<file path="config.mk">
export PLATFORM = sky130hd
export DESIGN_NAME = rv32i_lsu
export DESIGN_NICKNAME = d
export VERILOG_FILES = /design/src/rtl/rv32i_lsu_pkg.sv /design/src/rtl/rv32i_lsu_lane.sv /design/src/rtl/rv32i_lsu.sv
export SDC_FILE = /design/constraint.sdc
export NUM_CORES = 1
export LEC_CHECK = 0
export CORE_ASPECT_RATIO = 1.1
export CORE_MARGIN = 2
export CORE_UTILIZATION = 35
export DETAILED_ROUTE_END_ITERATION = 7
export HOLD_SLACK_MARGIN = 0.02
export PLACE_DENSITY = 0.72
export SYNTH_ARGS = -nofsm -noshare
export SYNTH_HDL_FRONTEND = slang
export SYNTH_HIERARCHICAL = 1
export SYNTH_SLANG_ARGS = --single-unit
</file>
<file path="constraint.sdc">
create_clock -name sys_clk -period 3.1 [get_ports sys_clk]
set_clock_uncertainty 0.1 [all_clocks]
set_input_delay 0.31 -clock sys_clk [delete_from_list [all_inputs] [get_ports sys_clk]]
set_output_delay 0.31 -clock sys_clk [all_outputs]
set_load 0.02 [all_outputs]
</file>
<file path="src/rtl/rv32i_lsu_pkg.sv">
// Shared types and constants for the RV32I load/store unit: FSM encoding,
// access-size codes and funct3 field positions.
package rv32i_lsu_pkg;

  typedef enum logic [1:0] {
    StIdle   = 2'd0,
    StAccess = 2'd1,
    StDone   = 2'd2
  } state_e;

  localparam logic [1:0] SZ_B = 2'b00;
  localparam logic [1:0] SZ_H = 2'b01;
  localparam logic [1:0] SZ_W = 2'b10;
  // Reserved size code, handled as a word access.
  localparam logic [1:0] SZ_X = 2'b11;

  localparam int unsigned F3_SIZE_LSB = 0;
  localparam int unsigned F3_SIZE_MSB = 1;
  localparam int unsigned F3_UNSIGNED = 2;

  function automatic logic [31:0] word_align(input logic [31:0] addr);
    return {addr[31:2], 2'b00};
  endfunction

endpackage

</file>
<file path="src/rtl/rv32i_lsu_lane.sv">
// Byte-lane steering for the LSU: store replication, byte enables, load extraction/extension
// and misalignment detection (enabled by RV32I_LSU_MISALIGN_TRAP_EN).
module rv32i_lsu_lane
  import rv32i_lsu_pkg::*;
(
  input  logic [1:0]  addr_lo,
  input  logic [2:0]  funct3,
  input  logic        is_write,
  input  logic [31:0] wdata,
  input  logic [31:0] rdata_word,
  output logic [31:0] store_data,
  output logic [3:0]  byte_en,
  output logic [31:0] load_data,
  output logic        misaligned
);

  logic [1:0]  size;
  logic        uns;
  logic [7:0]  sel_byte;
  logic [15:0] sel_half;

  assign size = funct3[F3_SIZE_MSB:F3_SIZE_LSB];
  assign uns  = funct3[F3_UNSIGNED];

  always_comb begin
    sel_byte = rdata_word[7:0];
    unique case (addr_lo)
      2'd0: sel_byte = rdata_word[7:0];
      2'd1: sel_byte = rdata_word[15:8];
      2'd2: sel_byte = rdata_word[23:16];
      2'd3: sel_byte = rdata_word[31:24];
      default: sel_byte = rdata_word[7:0];
    endcase
    sel_half = addr_lo[1] ? rdata_word[31:16] : rdata_word[15:0];
  end

  always_comb begin
    store_data = wdata;
    byte_en    = 4'b1111;
    load_data  = rdata_word;
    unique case (size)
      SZ_B: begin
        store_data = {4{wdata[7:0]}};
        byte_en    = 4'b0001 << addr_lo;
        load_data  = uns ? {24'b0, sel_byte} : {{24{sel_byte[7]}}, sel_byte};
      end
      SZ_H: begin
        // addr_lo[0] deliberately ignored: halfwords are forced onto aligned lanes.
        store_data = {2{wdata[15:0]}};
        byte_en    = 4'b0011 << {addr_lo[1], 1'b0};
        load_data  = uns ? {16'b0, sel_half} : {{16{sel_half[15]}}, sel_half};
      end
      SZ_W, SZ_X: begin
        store_data = wdata;
        byte_en    = 4'b1111;
        load_data  = rdata_word;
      end
      default: begin
        store_data = wdata;
        byte_en    = 4'b1111;
        load_data  = rdata_word;
      end
    endcase
    if (!is_write) begin
      store_data = '0;
    end
  end

`ifdef RV32I_LSU_MISALIGN_TRAP_EN
  assign misaligned = ((size == SZ_H) && addr_lo[0]) ||
                      (((size == SZ_W) || (size == SZ_X)) && (addr_lo != 2'b00));
`else
  assign misaligned = 1'b0;
`endif

endmodule

</file>
<file path="src/rtl/rv32i_lsu.sv">
// RV32I load/store unit: one req/ack bus access per memory instruction, stalling the core
// until DONE. Misalignment trapping is enabled by defining RV32I_LSU_MISALIGN_TRAP_EN.
module rv32i_lsu
  import rv32i_lsu_pkg::*;
#(
  parameter int unsigned BUS_TIMEOUT = 255
) (
  input  logic        sys_clk,
  input  logic        sys_reset,
  input  logic        cpu_load,
  input  logic        cpu_store,
  input  logic [31:0] cpu_addr,
  input  logic [31:0] cpu_wdata,
  input  logic [2:0]  cpu_funct3,
  output logic [31:0] cpu_rdata,
  output logic        cpu_stall,
  output logic        cpu_misaligned,
  output logic        cpu_bus_error,
  output logic        bus_req,
  output logic        bus_we,
  output logic [31:0] bus_addr,
  output logic [31:0] bus_wdata,
  output logic [3:0]  bus_be,
  input  logic        bus_ack,
  input  logic [31:0] bus_rdata
);

  localparam int unsigned CntW   = (BUS_TIMEOUT == 0) ? 1 : $clog2(BUS_TIMEOUT + 1);
  localparam int unsigned ToLast = (BUS_TIMEOUT == 0) ? 0 : BUS_TIMEOUT - 1;
  localparam logic [CntW-1:0] CntLast = CntW'(ToLast);
  localparam bit TimeoutEn = (BUS_TIMEOUT != 0);

  state_e      state_q, state_d;
  logic [CntW-1:0] cnt_q, cnt_d;
  logic        req_q, req_d;
  logic        we_q, we_d;
  logic [31:0] addr_q, addr_d;
  logic [31:0] wdata_q, wdata_d;
  logic [3:0]  be_q, be_d;
  logic [31:0] rdata_q, rdata_d;
  logic        err_q, err_d;
  logic        mis_q, mis_d;

  logic        access;
  logic        is_write;
  logic [31:0] lane_wdata;
  logic [3:0]  lane_be;
  logic [31:0] lane_rdata;
  logic        lane_mis;

  assign access   = cpu_load | cpu_store;
  // Load wins when both flags are raised.
  assign is_write = cpu_store & ~cpu_load;

  rv32i_lsu_lane u_lane (
    .addr_lo    (cpu_addr[1:0]),
    .funct3     (cpu_funct3),
    .is_write   (is_write),
    .wdata      (cpu_wdata),
    .rdata_word (bus_rdata),
    .store_data (lane_wdata),
    .byte_en    (lane_be),
    .load_data  (lane_rdata),
    .misaligned (lane_mis)
  );

  always_comb begin
    state_d = state_q;
    cnt_d   = cnt_q;
    req_d   = req_q;
    we_d    = we_q;
    addr_d  = addr_q;
    wdata_d = wdata_q;
    be_d    = be_q;
    rdata_d = rdata_q;
    err_d   = err_q;
    mis_d   = mis_q;
    unique case (state_q)
      StIdle: begin
        if (access) begin
          cnt_d = '0;
          if (lane_mis) begin
            state_d = StDone;
            mis_d   = 1'b1;
            rdata_d = '0;
          end else begin
            state_d = StAccess;
            req_d   = 1'b1;
            we_d    = is_write;
            addr_d  = word_align(cpu_addr);
            wdata_d = lane_wdata;
            be_d    = lane_be;
          end
        end
      end
      StAccess: begin
        if (bus_ack) begin
          state_d = StDone;
          req_d   = 1'b0;
          rdata_d = lane_rdata;
        end else if (TimeoutEn && (cnt_q == CntLast)) begin
          state_d = StDone;
          req_d   = 1'b0;
          err_d   = 1'b1;
          rdata_d = '0;
        end else begin
          cnt_d = cnt_q + 1'b1;
        end
      end
      StDone: begin
        state_d = StIdle;
        err_d   = 1'b0;
        mis_d   = 1'b0;
      end
      default: begin
        state_d = StIdle;
        req_d   = 1'b0;
      end
    endcase
  end

  always_ff @(posedge sys_clk or posedge sys_reset) begin
    if (sys_reset) begin
      state_q <= StIdle;
      cnt_q   <= '0;
      req_q   <= 1'b0;
      we_q    <= 1'b0;
      addr_q  <= '0;
      wdata_q <= '0;
      be_q    <= '0;
      rdata_q <= '0;
      err_q   <= 1'b0;
      mis_q   <= 1'b0;
    end else begin
      state_q <= state_d;
      cnt_q   <= cnt_d;
      req_q   <= req_d;
      we_q    <= we_d;
      addr_q  <= addr_d;
      wdata_q <= wdata_d;
      be_q    <= be_d;
      rdata_q <= rdata_d;
      err_q   <= err_d;
      mis_q   <= mis_d;
    end
  end

  assign cpu_stall      = access & (state_q != StDone);
  assign cpu_rdata      = rdata_q;
  assign cpu_misaligned = mis_q;
  assign cpu_bus_error  = err_q;
  assign bus_req        = req_q;
  assign bus_we         = we_q;
  assign bus_addr       = addr_q;
  assign bus_wdata      = wdata_q;
  assign bus_be         = be_q;

endmodule

</file>
# Yosys cells after proc, flatten, opt, wreduce, memory -nomap -nowiden
# Cells that the tools add are included.
dict set report totals {
  output_inout_bits 105
  regBits 111
}
dict set report classes {
  addsub 1
  n_shift 2
  muxes 25
  bitwise 5
  n_reduce_logical 13
  n_eq_ne 15
}
# operator n
set op_table {}
lappend op_table {{32-bit one-hot mux with 3 select lines} 2}
lappend op_table {{32-bit 2-to-1 mux} 5}
lappend op_table {{8-bit one-hot mux with 4 select lines} 1}
lappend op_table {{8-bit 2-to-1 mux} 3}
lappend op_table {{16-bit 2-to-1 mux} 1}
lappend op_table {{8-bit one-hot mux with 2 select lines} 1}
lappend op_table {{4-bit one-hot mux with 3 select lines} 1}
lappend op_table {{2-bit equality test, second input constant} 5}
lappend op_table {{2-bit inequality test, second input constant} 5}
lappend op_table {{8-bit by 1-bit adder with 8-bit output, second input constant} 1}
lappend op_table {{8-bit equality test, second input constant} 1}
lappend op_table {{2-bit by 1-bit equality test with 1-bit output, second input constant} 3}
lappend op_table {{2-bit zero test} 3}
lappend op_table {{2-bit 2-to-1 mux} 3}
lappend op_table {{2-bit AND reduction} 3}
lappend op_table {{3-bit AND reduction} 2}
lappend op_table {{2-bit nonzero test} 3}
lappend op_table {{1-bit 2-to-1 mux} 5}
lappend op_table {{2-bit one-hot mux with 2 select lines} 1}
lappend op_table {{4-bit AND reduction} 1}
lappend op_table {{1-bit by 2-bit << shifter with 4-bit output, first input constant} 1}
lappend op_table {{2-bit by 2-bit << shifter with 4-bit output, first input constant} 1}
lappend op_table {{3-bit inequality test, second input constant} 1}
lappend op_table {{1-bit one-hot mux with 3 select lines} 1}
lappend op_table {{5 further kinds} 7}

# Longest topological paths before layout
# Gate-level depths: netlist (run 1).
dict set report depth {
  ltp_word 5
  depth_mapped 7
  ltp_nobuf 6
}

# Modules after synthesis
# Netlist (run 1), hierarchy kept.
# mod area_each_um2 instances cells_per_inst seq_area_each_um2
set by_module_without_submodules {}
lappend by_module_without_submodules {rv32i_lsu 4679.5 1 306 2802.7}
lappend by_module_without_submodules {rv32i_lsu_lane 1154.9 1 193 0.0}

# Worst setup path before layout (run 1)
# OpenSTA, ideal clock, no wires.
dict set report synth_timing {
  path_type {input to register}
  from {in cpu_addr[1]}
  to {reg rdata_q[21] (netlist: cpu_rdata[21])}
  t_required_ps 2932
  path_slack_ps 1366
  arrival_time_ps 1566
  stages 6
  setup_time_ps 68
  cell_sequence {and3b_1 -> or4b_4 -> a31o_2 -> buf_6 -> nand2_1 -> a32o_1}
}
dict set report synth_via {
  elab_chain_cells 5
  word_cells_on_any_way 10
  classes_between {eq/ne (3); mux (6); reduce/logical (1)}
}
# item line_no
set synth_lines {}
lappend synth_lines {{start: declaration} rv32i_lsu.sv:12} ;# input logic [31:0] cpu_addr,
lappend synth_lines {{2-bit equality test, or another cell as far along} rv32i_lsu_lane.sv:27} ;# unique case (addr_lo)
lappend synth_lines {{8-bit one-hot mux with 4 select lines} rv32i_lsu_lane.sv:27}
lappend synth_lines {{32-bit 2-to-1 mux} rv32i_lsu_lane.sv:45} ;# load_data = uns ? {24'b0, sel_byte} : {{24{sel_byte[7]}}, sel_byte};
lappend synth_lines {{32-bit one-hot mux with 3 select lines (*)} rv32i_lsu_lane.sv:41} ;# unique case (size)
lappend synth_lines {{net lane_rdata[21]} rv32i_lsu.sv:48} ;# logic [31:0] lane_rdata;
lappend synth_lines {{32-bit 2-to-1 mux (*)} rv32i_lsu.sv:97} ;# if (bus_ack) begin
lappend synth_lines {{end signal: assignment} rv32i_lsu.sv:142} ;# rdata_q <= rdata_d;
lappend synth_lines {{end: declaration} rv32i_lsu.sv:40} ;# logic [31:0] rdata_q, rdata_d;
# The timed path passes the listed nets; every way through them passes the cells marked *.
# A chain may end at the register's enable or synchronous reset.

# Final worst setup path (run 1)
dict set report layout_timing {
  from {reg state_q[0]}
  to {out cpu_stall}
}
dict set report layout_via {
  elab_chain_cells 2
}
# item line_no
set layout_lines {}
lappend layout_lines {{start: declaration} rv32i_lsu.sv:33} ;# state_e state_q, state_d;
lappend layout_lines {{start signal: assignment} rv32i_lsu.sv:124} ;# state_q <= StIdle;
lappend layout_lines {{start signal: assignment} rv32i_lsu.sv:135} ;# state_q <= state_d;
lappend layout_lines {{2-bit inequality test} rv32i_lsu.sv:148} ;# assign cpu_stall = access & (state_q != StDone);
lappend layout_lines {{1-bit bitwise AND} rv32i_lsu.sv:148}
lappend layout_lines {{end: declaration} rv32i_lsu.sv:16} ;# output logic cpu_stall,
# No other way between the ends.

==> metrics.csv, run 1 <==
metric;value;unit
wl_met2;8.21;mm
hold_path_class;in2async;
final.period_utilization;73.8;%
grt_pass1_wl;27.0;mm
place_area;0.00805;mm²
ant_nets;0;
nNetsFinal;800;
hold_violations;0;
dp_cells;887;
cts_hold_buf;0;
internal_power;0.00415;W
die_h;139;µm
multi_input_area;0.00272;mm²
fillers;1416;
place.gp.congestion;0.849;
r2r_setup_slack;0.92;ns
area_growth;42.7;%
synth_ff_type;dfrtp_1;
yosysSeqAreaShare;48.0;%
grt-ovfl-total;0;
worstSetupEndpoint;cpu_stall;
clk_path_buf_depth;2;
cts_setup_buffers;0;
io_pins;209;
cts_tree;built;
met3_length;1.23;mm
fp.dieW;127;µm
swShare;35.7;%
synthSimpleGateAreaFrac;11.2;%
initial_core_util;35.8;%
drt_first_pass_iters;5;
drt_iter0_markers;317;
r2r_end;bus_addr[4];
top_layer;met4;
clk_pin_slew_worst_paths;0.08;ns
slew_violations;0;
final_cells;903;
relSlewSlack;8.82;%
synth_top_family_by_area;multiplexers;
synthMuxAreaShare;19.5;%
cts_sinks;112;
arrival;1.88;ns
numCtsBuffers;9;
cts.repair.resized;0;
status;complete, no violations;
power_frac_clock;17.0;%
remaining_drc_errors;0;
fmax;437;MHz
syn-cell-area;0.00583;mm²
synthAdderAreaFrac;0.429;%
wl_met1;7.23;mm
wl_per_cell;19.1;µm
synth_xor_area_share;0;%
synth.ff_latch_count;112;
layout_common_cells;205 x clkdlybuf4s50_1, 112 x dfrtp_1, 55 x nand2_1, 40 x mux2_4, 32 x a32o_1;
p_per_area;775;mW/mm²
syn_inst;499;
setup-tns-final;0;ns
final_common_cell;clkdlybuf4s50_1;
worst-setup-path-type;reg2out;
hpwl;12.6;mm
clkLatencyLatePin;0.35;ns
postSynthAreaPerCell;11.7;µm²
ff2ff_path_depth;5;
io_buffers;206;
fin_area;0.00833;mm²
worst_hold_slack;0.344;ns
via_per_inst;5.36;
tightest_slew;1.36;ns
leakage;3.66;nW
synth_cell_types;56;
p_sw;0.00230;W
combinationalPowerShare;46.8;%
cp-start-kind;register;
ir_drop;0.000342;V
diodes;0;
rsz0062_at_grt;false;
fp.coreArea;0.0163;mm²
fin_crit;2.29;ns
grt_max_degree;55;
synth_compound_area_share;15.2;%
power_frac_seq;36.2;%
synth_warnings;6;
crit_required;2.69;ns
totalWireLength;17.2;mm
cp-end-kind;primary output;
crit_start;state_q[0];
dieArea;0.0177;mm²
drive_gt1_share;15.7;%
grt_pass1_vias;4952;
cts_root_buffer;clkbuf_16;
num_rows;49;
synth_edf_count;0;
ys_async_sr_fraction;100;%
htree_levels;3;
vias;4838;
path_max_fanout;13;
antenna_found_initial;0;
seq_area;0.00280;mm²
setup_viol;0;
maxCapViolCount;0;
grt_usage;19.2;%
reg2reg_from;state_q[0];
[how the worst min path moves through the flow]
stage,end,cells past startpoint,start
2_1_floorplan,bus_we,1,cpu_load
3_3_place_gp,bus_addr[3],1,bus_addr[3]
3_5_place_dp,bus_addr[17],1,bus_addr[17]
4_1_cts,cpu_rdata[3],2,sys_reset
5_1_grt,bus_addr[22],2,sys_reset
6_report,cpu_rdata[3],2,sys_reset
[cells in the mapped netlist, types with 3 or more instances]
cell type	instances	area (µm²)
buf_4	3	22.5
inv_1	14	52.6
a21oi_1	14	70.1
nor3_1	3	15.0
nor2b_1	12	75.1
buf_6	4	45.0
mux2_2	27	304
a221o_1	15	150
a22o_1	7	61.3
a32o_1	32	320
clkbuf_1	12	45.0
nor2_1	26	97.6
buf_2	14	70.1
a21o_1	3	22.5
mux2i_1	23	230
and2_1	9	56.3
o21ai_0	13	65.1
o21bai_1	3	22.5
buf_12	4	80.1
nand2b_1	4	25.0
nand3_1	6	30.0
mux2_4	40	601
or4_1	3	22.5
nand2_1	55	206
dfrtp_1	112	2800
[cell type report]
class | instances | area share, %
clock buffers | 10 | 2.75
inverters | 15 | 0.721
multi-input cells | 336 | 32.7
repair buffers | 220 | 26.6
clock inverters | 6 | 0.526
flip-flops and latches | 112 | 33.7
well taps | 204 | 3.07
[critical path, stage by stage (launching register included)]
cell and delay [ns]:
dfrtp_1 0.68, nor2b_1 0.12, nor2_1 0.12, clkdlybuf4s50_1 0.61
[cell families after synthesis]
logic type               Yosys count
AND/OR/NAND/NOR                  134
flip-flops                       112
AO/OA/AOI/OAI                    107
multiplexers                      90
buffers and inverters             52
adder cells (fa/ha/maj)            2
other                              2
[per-stage QoR]
step	worst slack (ns)	power, W	util, %
floorplan	1.33	0.00396	-
global placement	0.576	0.00533	49.4
detailed placement	0.509	0.00538	49.4
CTS	0.792	0.00652	51.1
global route	0.721	0.00678	51.1
finish	0.811	0.00645	51.1
[state kept, by name (all words and copies together) (netlist names)]
signal          cells
state_q             2
bus_req             1
bus_addr           30
bus_we              1
cpu_bus_error       1
cpu_misaligned      1
bus_wdata          32
bus_be              4
cnt_q               8
cpu_rdata          32
[power groups by stage]
stage / clock network [W] / registers [W] / logic [W]
6_report: 0.00110 / 0.00234 / 0.00302
5_1_grt: 0.00118 / 0.00241 / 0.00319
4_1_cts: 0.00113 / 0.00234 / 0.00304
3_5_place_dp: 0 / 0.00235 / 0.00303
3_3_place_gp: 0 / 0.00234 / 0.00298
2_1_floorplan: 0 / 0.00289 / 0.00108
[metal layers]
layer,global-route usage (%),up-vias
met2,31.0,208
met1,24.7,2374
met5,0,-
li1,-,2216
met4,7.98,0
met3,4.92,40
Power figures use the tool's default switching activity.
==> run 2: changes to the inputs <==
- clock period: 3.1 -> 2.05 ns (I/O delays scaled with it)
==> run 2 against run 1 <==
Against the previous run:
- critical path depth unchanged
- via count increased by 1.2%
- count of clock-buffer cells in the layout unchanged
- worst setup slack got worse by 0.71 ns
- non-clock buffer count increased by 23
- core utilization increased by 1.4 points
- register-to-register slack got worse by 0.81 ns
- sequential share of layout area decreased by 0.91 points
- first-iteration DRC count decreased by 8.8%
- global-route usage increased by 0.59 points
- highest routed layer unchanged
==> metrics.csv, run 2 (synthesized netlist as in run 1, its figures left out) <==
metric;value;unit
worst-setup-path-type;reg2out;
final.setup.worst_slack;0.102;ns
vias;4896;
cts_hold_buf;0;
leakage;3.79;nW
hpwl;12.9;mm
place_ws;-0.210;ns
cts_root_buffer;clkbuf_16;
drt_iter0_markers;289;
rsz0062_at_grt;false;
clkLatencyLatePin;0.35;ns
crit_required;1.75;ns
path_max_fanout;4;
cts_tree;built;
place_area;0.00826;mm²
ir_drop;0.000481;V
htree_levels;3;
p_per_area;1160;mW/mm²
wl_per_cell;18.8;µm
setup-tns-final;0;ns
tightest_slew;1.34;ns
nNetsFinal;823;
num_rows;49;
arrival;1.64;ns
die_h;139;µm
antenna_found_initial;0;
final.period_utilization;95.0;%
layout_common_cells;205 x clkdlybuf4s50_1, 112 x dfrtp_1, 55 x nand2_1, 40 x mux2_4, 32 x a32o_1;
drive_gt1_share;18.7;%
via_per_inst;5.29;
grt_max_degree;113;
place.gp.congestion;0.862;
clk_pin_slew_worst_paths;0.08;ns
grt_usage;19.8;%
initial_core_util;35.8;%
relSlewSlack;10.5;%
report.power.total;0.00996;W
numCtsBuffers;9;
drt_first_pass_iters;4;
maxCapViolCount;0;
slew_violations;0;
setup_viol;0;
dieArea;0.0177;mm²
io_buffers;206;
area_growth;46.7;%
fmax;513;MHz
cts_sinks;112;
worst_hold_slack;0.250;ns
clk_path_buf_depth;2;
grt_pass1_wl;28.1;mm
hold_violations;0;
hold_path_class;in2async;
fp.dieW;127;µm
final_common_cell;clkdlybuf4s50_1;
cp-end-kind;primary output;
fin_area;0.00856;mm²
io_pins;209;
diodes;0;
grt-ovfl-total;0;
totalWireLength;17.4;mm
status;complete, no violations;
ant_nets;0;
grt_pass1_vias;5215;
fp.coreArea;0.0163;mm²
remaining_drc_errors;0;
fin_crit;1.95;ns
cp-start-kind;register;
-- run 2: cell count changes in the layout (fill, tap and decap cells not counted), sizes merged --
cell | before | now
buf | 15 | 38
inv | 15 | 17
clkinv | 4 | 2
-- run 2: critical path, cell delays in order (launching register included) --
cell	delay, ns
dfrtp_1	0.40
nor2b_1	0.16
nor2_1	0.11
clkdlybuf4s50_1	0.62
-- run 2: layout make-up --
type	count	area (µm²)
fill	1429	7750
tap	204	255
sequential	112	2800
clock buffer	10	239
clock inverter	6	51.3
timing repair buffer	243	2420
multi-input combinational	336	2730
inverter	15	60.1
-- run 2: worst paths after layout --
check | start | to | slack [ns] | depth (start not counted)
max reg2reg | cnt_q[0] | cpu_rdata[22] | 0.11 | 7
min | sys_reset | cpu_rdata[27] | 0.25 | 3
max | state_q[1] | cpu_stall | 0.10 | 3
min reg2reg | bus_wdata[21] | bus_wdata[21] | 0.41 | 1
max in group asynchronous | sys_reset | state_q[1] | 1.06 | 3
min in group sys_clk | cpu_funct3[1] | cpu_rdata[7] | 0.29 | 3
-- run 2: stage by stage --
stage / utilization (%) / std cells
finish: 52.5 / 926
global route: 52.5 / 926
detailed placement: 50.6 / 909
global placement: 50.6 / 909
CTS: 52.4 / 925
floorplan: - / 500
-- run 2: where the power goes --
group	switching (W)	internal [W]
clock	0.000868	0.000877
sequential	0.000509	0.00298
combinational	0.00217	0.00255
-- run 2: repair_timing --
action	4_1_cts	5_1_grt
endpoints found under the setup margin	0	35
gates resized for setup	0	1
buffers inserted	0	1
hold endpoints to repair	0	0
-- run 2: layer usage --
metal  GRT usage (%)  up-vias  routed length, µm
li1                -     2259                  -
met1            25.0     2424               7200
met2            33.0      195               8630
met3            4.92       18               1270
met4            7.11        0                316
met5               0        -                  0
==> run 3: changes to the inputs <==
- PLACE_DENSITY: 0.72 -> 0.73
- SYNTH_HIERARCHICAL: 1 -> unset
==> run 3 against run 2 <==
Against the previous run:
- cell area decreased by 6.9%
- worst hold slack lost 0.028 ns
- count of clock-buffer cells in the layout is 1 lower
- area after synthesis shrank 10%
- largest power group unchanged
- sequential cell count down 1
- largest cell class unchanged
- core utilization rose by 2.2 points
- register-to-register slack improved by 0.07 ns
- total power shrank 12%
- critical path type is now reg2reg
- critical endpoint is now cpu_rdata[12]
- non-clock buffer count shrank 11
- sequential power decreased by 6.6%
==> metrics.csv, run 3 <==
metric;value;unit
vias;4673;
setup-tns-final;0;ns
hpwl;11.9;mm
cts_sinks;111;
clkLatencyLatePin;0.35;ns
fp.coreArea;0.0146;mm²
fin_area;0.00796;mm²
drive_gt1_share;12.9;%
final.period_utilization;91.4;%
synth_edf_count;0;
initial_core_util;36.1;%
leakage;3.42;nW
grt_max_degree;112;
htree_levels;3;
dp_cells;859;
cp-end-kind;register;
via_per_inst;5.34;
io_pins;209;
synth_cell_types;51;
report.power.total;0.00873;W
crit_required;2.19;ns
grt_pass1_wl;25.9;mm
syn_inst;468;
remaining_drc_errors;0;
maxCapViolCount;0;
io_buffers;205;
synth_ff_type;dfrtp_1;
area_growth;51.7;%
synth.ff_latch_count;111;
final_common_cell;clkdlybuf4s50_1;
p_per_area;1100;mW/mm²
place.gp.congestion;0.939;
clk_path_buf_depth;2;
dieArea;0.0160;mm²
grt_usage;20.4;%
fmax;534;MHz
rsz0062_at_grt;false;
diodes;0;
fin_crit;1.87;ns
utilization;54.7;%
yosysMostFrequentCell;dfrtp_1;
synth_common_cells;111 x dfrtp_1, 39 x nand2_1, 35 x mux2i_1, 31 x mux2_2, 30 x o21ai_0;
antenna_found_initial;0;
postSynthAreaPerCell;11.2;µm²
min_path_cells;3;
drt_iter0_markers;326;
hold_path_class;in2reg;
place_area;0.00765;mm²
numCtsBuffers;9;
grt-ovfl-total;0;
yosysSeqAreaShare;52.9;%
tightest_slew;0.627;ns
cts_tree;built;
clk_pin_slew_worst_paths;0.08;ns
ant_nets;0;
grt_pass1_vias;4828;
layout_common_cells;203 x clkdlybuf4s50_1, 111 x dfrtp_1, 39 x nand2_1, 35 x mux2i_1, 31 x mux2_2;
fp.dieW;121;µm
cp-start-kind;register;
synth_warnings;0;
wl_per_cell;18.4;µm
final_cells;875;
path_max_fanout;19;
ys_top_cells_by_area;dfrtp_1 53%, mux2i_1 6.7%, mux2_2 6.6%;
setup_viol;0;
synth_top_area_cell;dfrtp_1;
arrival;2.01;ns
ys_async_sr_fraction;100;%
ff2ff_path_depth;7;
drt_first_pass_iters;5;
worst-setup-path-type;reg2reg;
slew_violations;0;
die_h;132;µm
ir_drop;0.000597;V
cts_root_buffer;clkbuf_16;
nNetsFinal;784;
syn-cell-area;0.00525;mm²
status;complete, no violations;
hold_violations;0;
yosys.area.top_type_share;52.9;%
r2r_setup_slack;0.18;ns
num_rows;46;
totalWireLength;16.1;mm
relSlewSlack;58.2;%
-- run 3: cell count changes in the layout (fill, tap and decap cells not counted), moves of 15 or more --
cell       previous run  this run
nand2_1              55        39
mux2_4               40         1
o2bb2ai_1             0        16
a22o_1                7        22
o21ai_0              13        30
a32o_1               32         2
-- run 3: metrics by stage --
stage | hold slack (ns) | setup WS (ns)
after global placement | 0.360 | -0.0788
after detailed placement | 0.370 | -0.0870
after global routing | 0.239 | 0.0367
after floorplan | 0.238 | 0.335
after CTS | 0.202 | 0.122
final | 0.222 | 0.176
-- run 3: cell families (layout without fill, tap and decap cells) --
logic type                 count (synthesis)  count (layout)  synth area share [%]
and+or+nand+nor                           99              99                  9.20
muxes                                     68              68                  14.0
DFF                                      111             111                  52.9
adders and majority gates                  2               2                 0.477
other                                      1               3                0.0714
buffers and inverters                     44             257                  3.86
AOI/OAI and AO/OA                        143             143                  19.4
-- run 3: repair_timing --
| item | CTS | global route |
|---|---|---|
| buffers inserted | 0 | 0 |
| hold buffers | 0 | 0 |
| endpoints found under the setup margin | 1 | 1 |
| gates resized for setup | 1 | 1 |
-- run 3: critical path, cell delays in order, from the launching register on --
cell and delay, ns:
dfrtp_1 0.42, inv_1 0.11, ha_1 0.15, nand3_1 0.13, nor2_1 0.26, o21ai_2 0.11
buf_4 0.22, a22o_1 0.26
-- run 3: cell type report --
class | count | area [µm²]
fill | 1264 | 6600
clock buffer | 9 | 225
sequential | 111 | 2780
tap | 192 | 240
inverter | 9 | 37.5
timing repair buffer | 232 | 2300
clock inverter | 7 | 86.3
multi-input combinational | 315 | 2300
-- run 3: report_power, final --
part / internal [W] / leakage, nW / total, W / switching [W]
logic: 0.00186 / 1.88 / 0.00361 / 0.00175
clock network: 0.000976 / 0.150 / 0.00185 / 0.000879
registers: 0.00284 / 1.39 / 0.00326 / 0.000428
total: 0.00567 / 3.42 / 0.00873 / 0.00306
-- run 3: worst paths after layout --
| path | start | endpoint |
|---|---|---|
| worst min register to register | bus_wdata[17] | bus_wdata[17] |
| worst min-delay path | cpu_funct3[1] | cpu_rdata[22] |
| worst max register to register | cnt_q[0] | cpu_rdata[12] |
| worst max-delay path | cnt_q[0] | cpu_rdata[12] |
| min in group asynchronous | sys_reset | bus_addr[19] |
| max in group asynchronous | sys_reset | bus_wdata[29] |
-- run 3: layer usage --
| metal | global-route usage, % | vias to the layer above | part of all wire (%) |
|---|---|---|---|
| met5 | 0 | - | 0 |
| met2 | 34.2 | 213 | 50 |
| met3 | 6.34 | 14 | 8.7 |
| met4 | 5.23 | 0 | 1.4 |
| li1 | - | 2135 | - |
| met1 | 25.5 | 2311 | 40 |
==> patch: new RTL, config.mk and constraints of run 1 <==
The option `RV32I_LSU_MISALIGN_TRAP_EN` is turned on by a define.
--- a/src/rtl/rv32i_lsu_lane.sv
+++ b/src/rtl/rv32i_lsu_lane.sv
@@ -1,5 +1,7 @@
 // Byte-lane steering for the LSU: store replication, byte enables, load extraction/extension
 // and misalignment detection (enabled by RV32I_LSU_MISALIGN_TRAP_EN).
+`define RV32I_LSU_MISALIGN_TRAP_EN
+
 module rv32i_lsu_lane
   import rv32i_lsu_pkg::*;
 (
Behaviour: not the same (a bounded check fails within 4 cycles, from zero or initial values and one cycle with sys_reset high).
==> patch against run 1 <==
Total power is 11% higher; synthesized area is 1.3% higher; design area is 0.80% higher; clock power is 7% higher; via count is 0.56% higher; worst hold slack better by 0.016 ns; fmax is 2.2% lower; setup slack worse by 0.052 ns; sequential cell count stayed put; routed wire length is 0.40% higher.
==> patch: results (changes against run 1) <==
Logic synthesis:
- The sequential-to-total area share from yosys stat is 0.474 (-0.00620).
- After synthesis, the cell types taking the most area are sky130_fd_sc_hd__dfrtp_1, sky130_fd_sc_hd__mux2_4, sky130_fd_sc_hd__a32o_1.
- The number of different library cells in the post-synthesis netlist was 56 (unchanged).
- Counting instances in the post-synthesis netlist gives the leading cell types as sky130_fd_sc_hd__dfrtp_1, sky130_fd_sc_hd__mux2_4, sky130_fd_sc_hd__a32o_1.
- The synthesis warning total is 6 (unchanged).

Power and ir drop:
- The leakage power summed over all cells is 3.68 nW (+0.41%).
- The worst vdd rail ir drop came to 514 uV (+50%).

Critical path:
- The number of cells traversed by the worst register-to-register path is 5 (unchanged).
- The data arrival time of the critical path is 2.53 ns (+0.65 ns).
- The register-to-register setup slack is 0.93 ns.
- The most critical setup path has its startpoint at cpu_addr[1].
- The maximum fanout along the worst path came to 18 (+5).
- In this run the critical register-to-register path is captured at bus_wdata[8]$_DFFE_PP0P_.

Route:
- The wire length on met2 is 8600 um (+4.9%).
- The final routed wirelength across all metal layers is 17300 um (+0.40%).
- The routed wire length on met3 was 947 um (-23%).
- The violation count after the first detailed-routing iteration is 468 (+48%).
- The total vias in the final route was 4865 (+0.56%).
- The detailed-route wire length on metal 1 is 7100 um (-1.8%).

Status:
- The run finished with clean final reports.

Finish:
- The layout net count came to 795 (-0.63%).
- The ratio of cells with drive above 1 in the final layout is 0.154 (-0.00319).
- The number of antenna diodes is 0 (unchanged).

Timing:
- The worst-margin pin slew came to 0.892 ns (-0.472 ns).
- The tightest hold margin was 0.360 ns (+0.0155 ns).
- The count of final setup violators is 0 (unchanged).

Global route:
- The largest net degree at the start of global routing came to 67 (+22%).
- The global-route met3 utilization is 0.0351 (-0.0141).
- The aggregate global-route resource usage is 0.192 (about the same).
- The met2 global-route usage is 0.321 (+0.0113).
- The via count of the first global-routing pass came to 4970 (+0.36%).
- The global-route wire length before repair is 27000 um (+0.10%).
- The global routing met1 resource utilization is 0.240 (-0.00664).

Clocking:
- The sink count of the clock tree is 112 (unchanged).
- The setup fix buffers added after clock tree synthesis came to 0 (unchanged).
- The clock latency reported for the late side of the worst-skew pair came to 0.35 ns (about the same).
- The count of cells resized by post-cts repair is 0 (unchanged).
- The buffer depth of the longest clock path is 2 (unchanged).
- The number of levels in the clock H-tree was 3 (unchanged).

Place:
- The weighted congestion at the end of routability-driven global placement is 0.898 (+5.8%).
- The HPWL reported at the end of detailed placement is 12800 um (+2.1%).

Min path:
- The path class of the tightest hold or removal check is in2async.
patch: cell types whose count changed in the layout (fill, tap and decap cells not counted), moves of 3 or more:
cell,change
sky130_fd_sc_hd__mux2i_1,-3
sky130_fd_sc_hd__nor2_1,+3
sky130_fd_sc_hd__o21ai_0,+6
sky130_fd_sc_hd__a22o_1,+4
sky130_fd_sc_hd__a21o_1,+15
sky130_fd_sc_hd__o311ai_0,+3
sky130_fd_sc_hd__a21oi_1,+4
sky130_fd_sc_hd__a221o_1,-3
sky130_fd_sc_hd__nand2_1,-31
patch: cell type report:
| cell class | count | area, um^2 |
|---|---|---|
| clock buffers | 10 | 229 |
| clock inverters | 6 | 68.8 |
| fillers | 1440 | 8040 |
| inverters | 15 | 60.1 |
| multi-input cells | 332 | 2790 |
| flip-flops and latches | 112 | 2800 |
| well taps | 204 | 255 |
| repair buffers | 219 | 2190 |
patch: critical path: stages:
cell	delay (ns)
sky130_fd_sc_hd__clkdlybuf4s50_1	0.45
sky130_fd_sc_hd__buf_4	0.23
sky130_fd_sc_hd__and3b_1	0.21
sky130_fd_sc_hd__or4b_4	0.58
sky130_fd_sc_hd__a31oi_4	0.45
sky130_fd_sc_hd__a21o_1	0.17
sky130_fd_sc_hd__a32o_1	0.12
patch: per-stage QoR:
step / std cells / area (um^2) / util / setup slack, ns
4_1_cts: 898 / 8390 / 0.511 / 0.775
3_3_place_gp: 882 / 8100 / 0.493 / 0.444
6_report: 898 / 8390 / 0.511 / 0.759
3_5_place_dp: 882 / 8100 / 0.493 / 0.428
5_1_grt: 898 / 8390 / 0.511 / 0.602
2_1_floorplan: 499 / 5920 / - / 0.727
patch: kinds of logic (layout without fill, tap and decap cells):
| group | after synthesis | count (layout) | share of synthesized area |
|---|---|---|---|
| flip-flops | 112 | 112 | 0.474 |
| adder cells (fa/ha/maj) | 2 | 2 | 0.00423 |
| other | 1 | 2 | 0.000634 |
| buffers and inverters | 55 | 250 | 0.0565 |
| AND/OR/NAND/NOR | 104 | 104 | 0.0895 |
| AO/OA/AOI/OAI | 137 | 137 | 0.188 |
| multiplexers | 87 | 87 | 0.187 |
patch: worst max path at each step:
stage	depth (start not counted)	end	slack [ns]
3_5_place_dp	7	cpu_rdata[22]$_DFFE_PP0P_	0.43
6_report	7	cpu_rdata[22]$_DFFE_PP0P_	0.76
5_1_grt	8	cpu_rdata[26]$_DFFE_PP0P_	0.60
3_3_place_gp	7	cpu_rdata[22]$_DFFE_PP0P_	0.44
2_1_floorplan	9	cpu_rdata[0]$_DFFE_PP0P_	0.73
4_1_cts	3	cpu_stall	0.77
patch: power by group:
part | leakage, nW | internal [mW] | switching [mW] | total, mW
Sequential | 1.44 | 2.05 | 0.412 | 2.47
Clock | 0.143 | 0.632 | 0.551 | 1.18
Combinational | 2.10 | 1.88 | 1.65 | 3.53
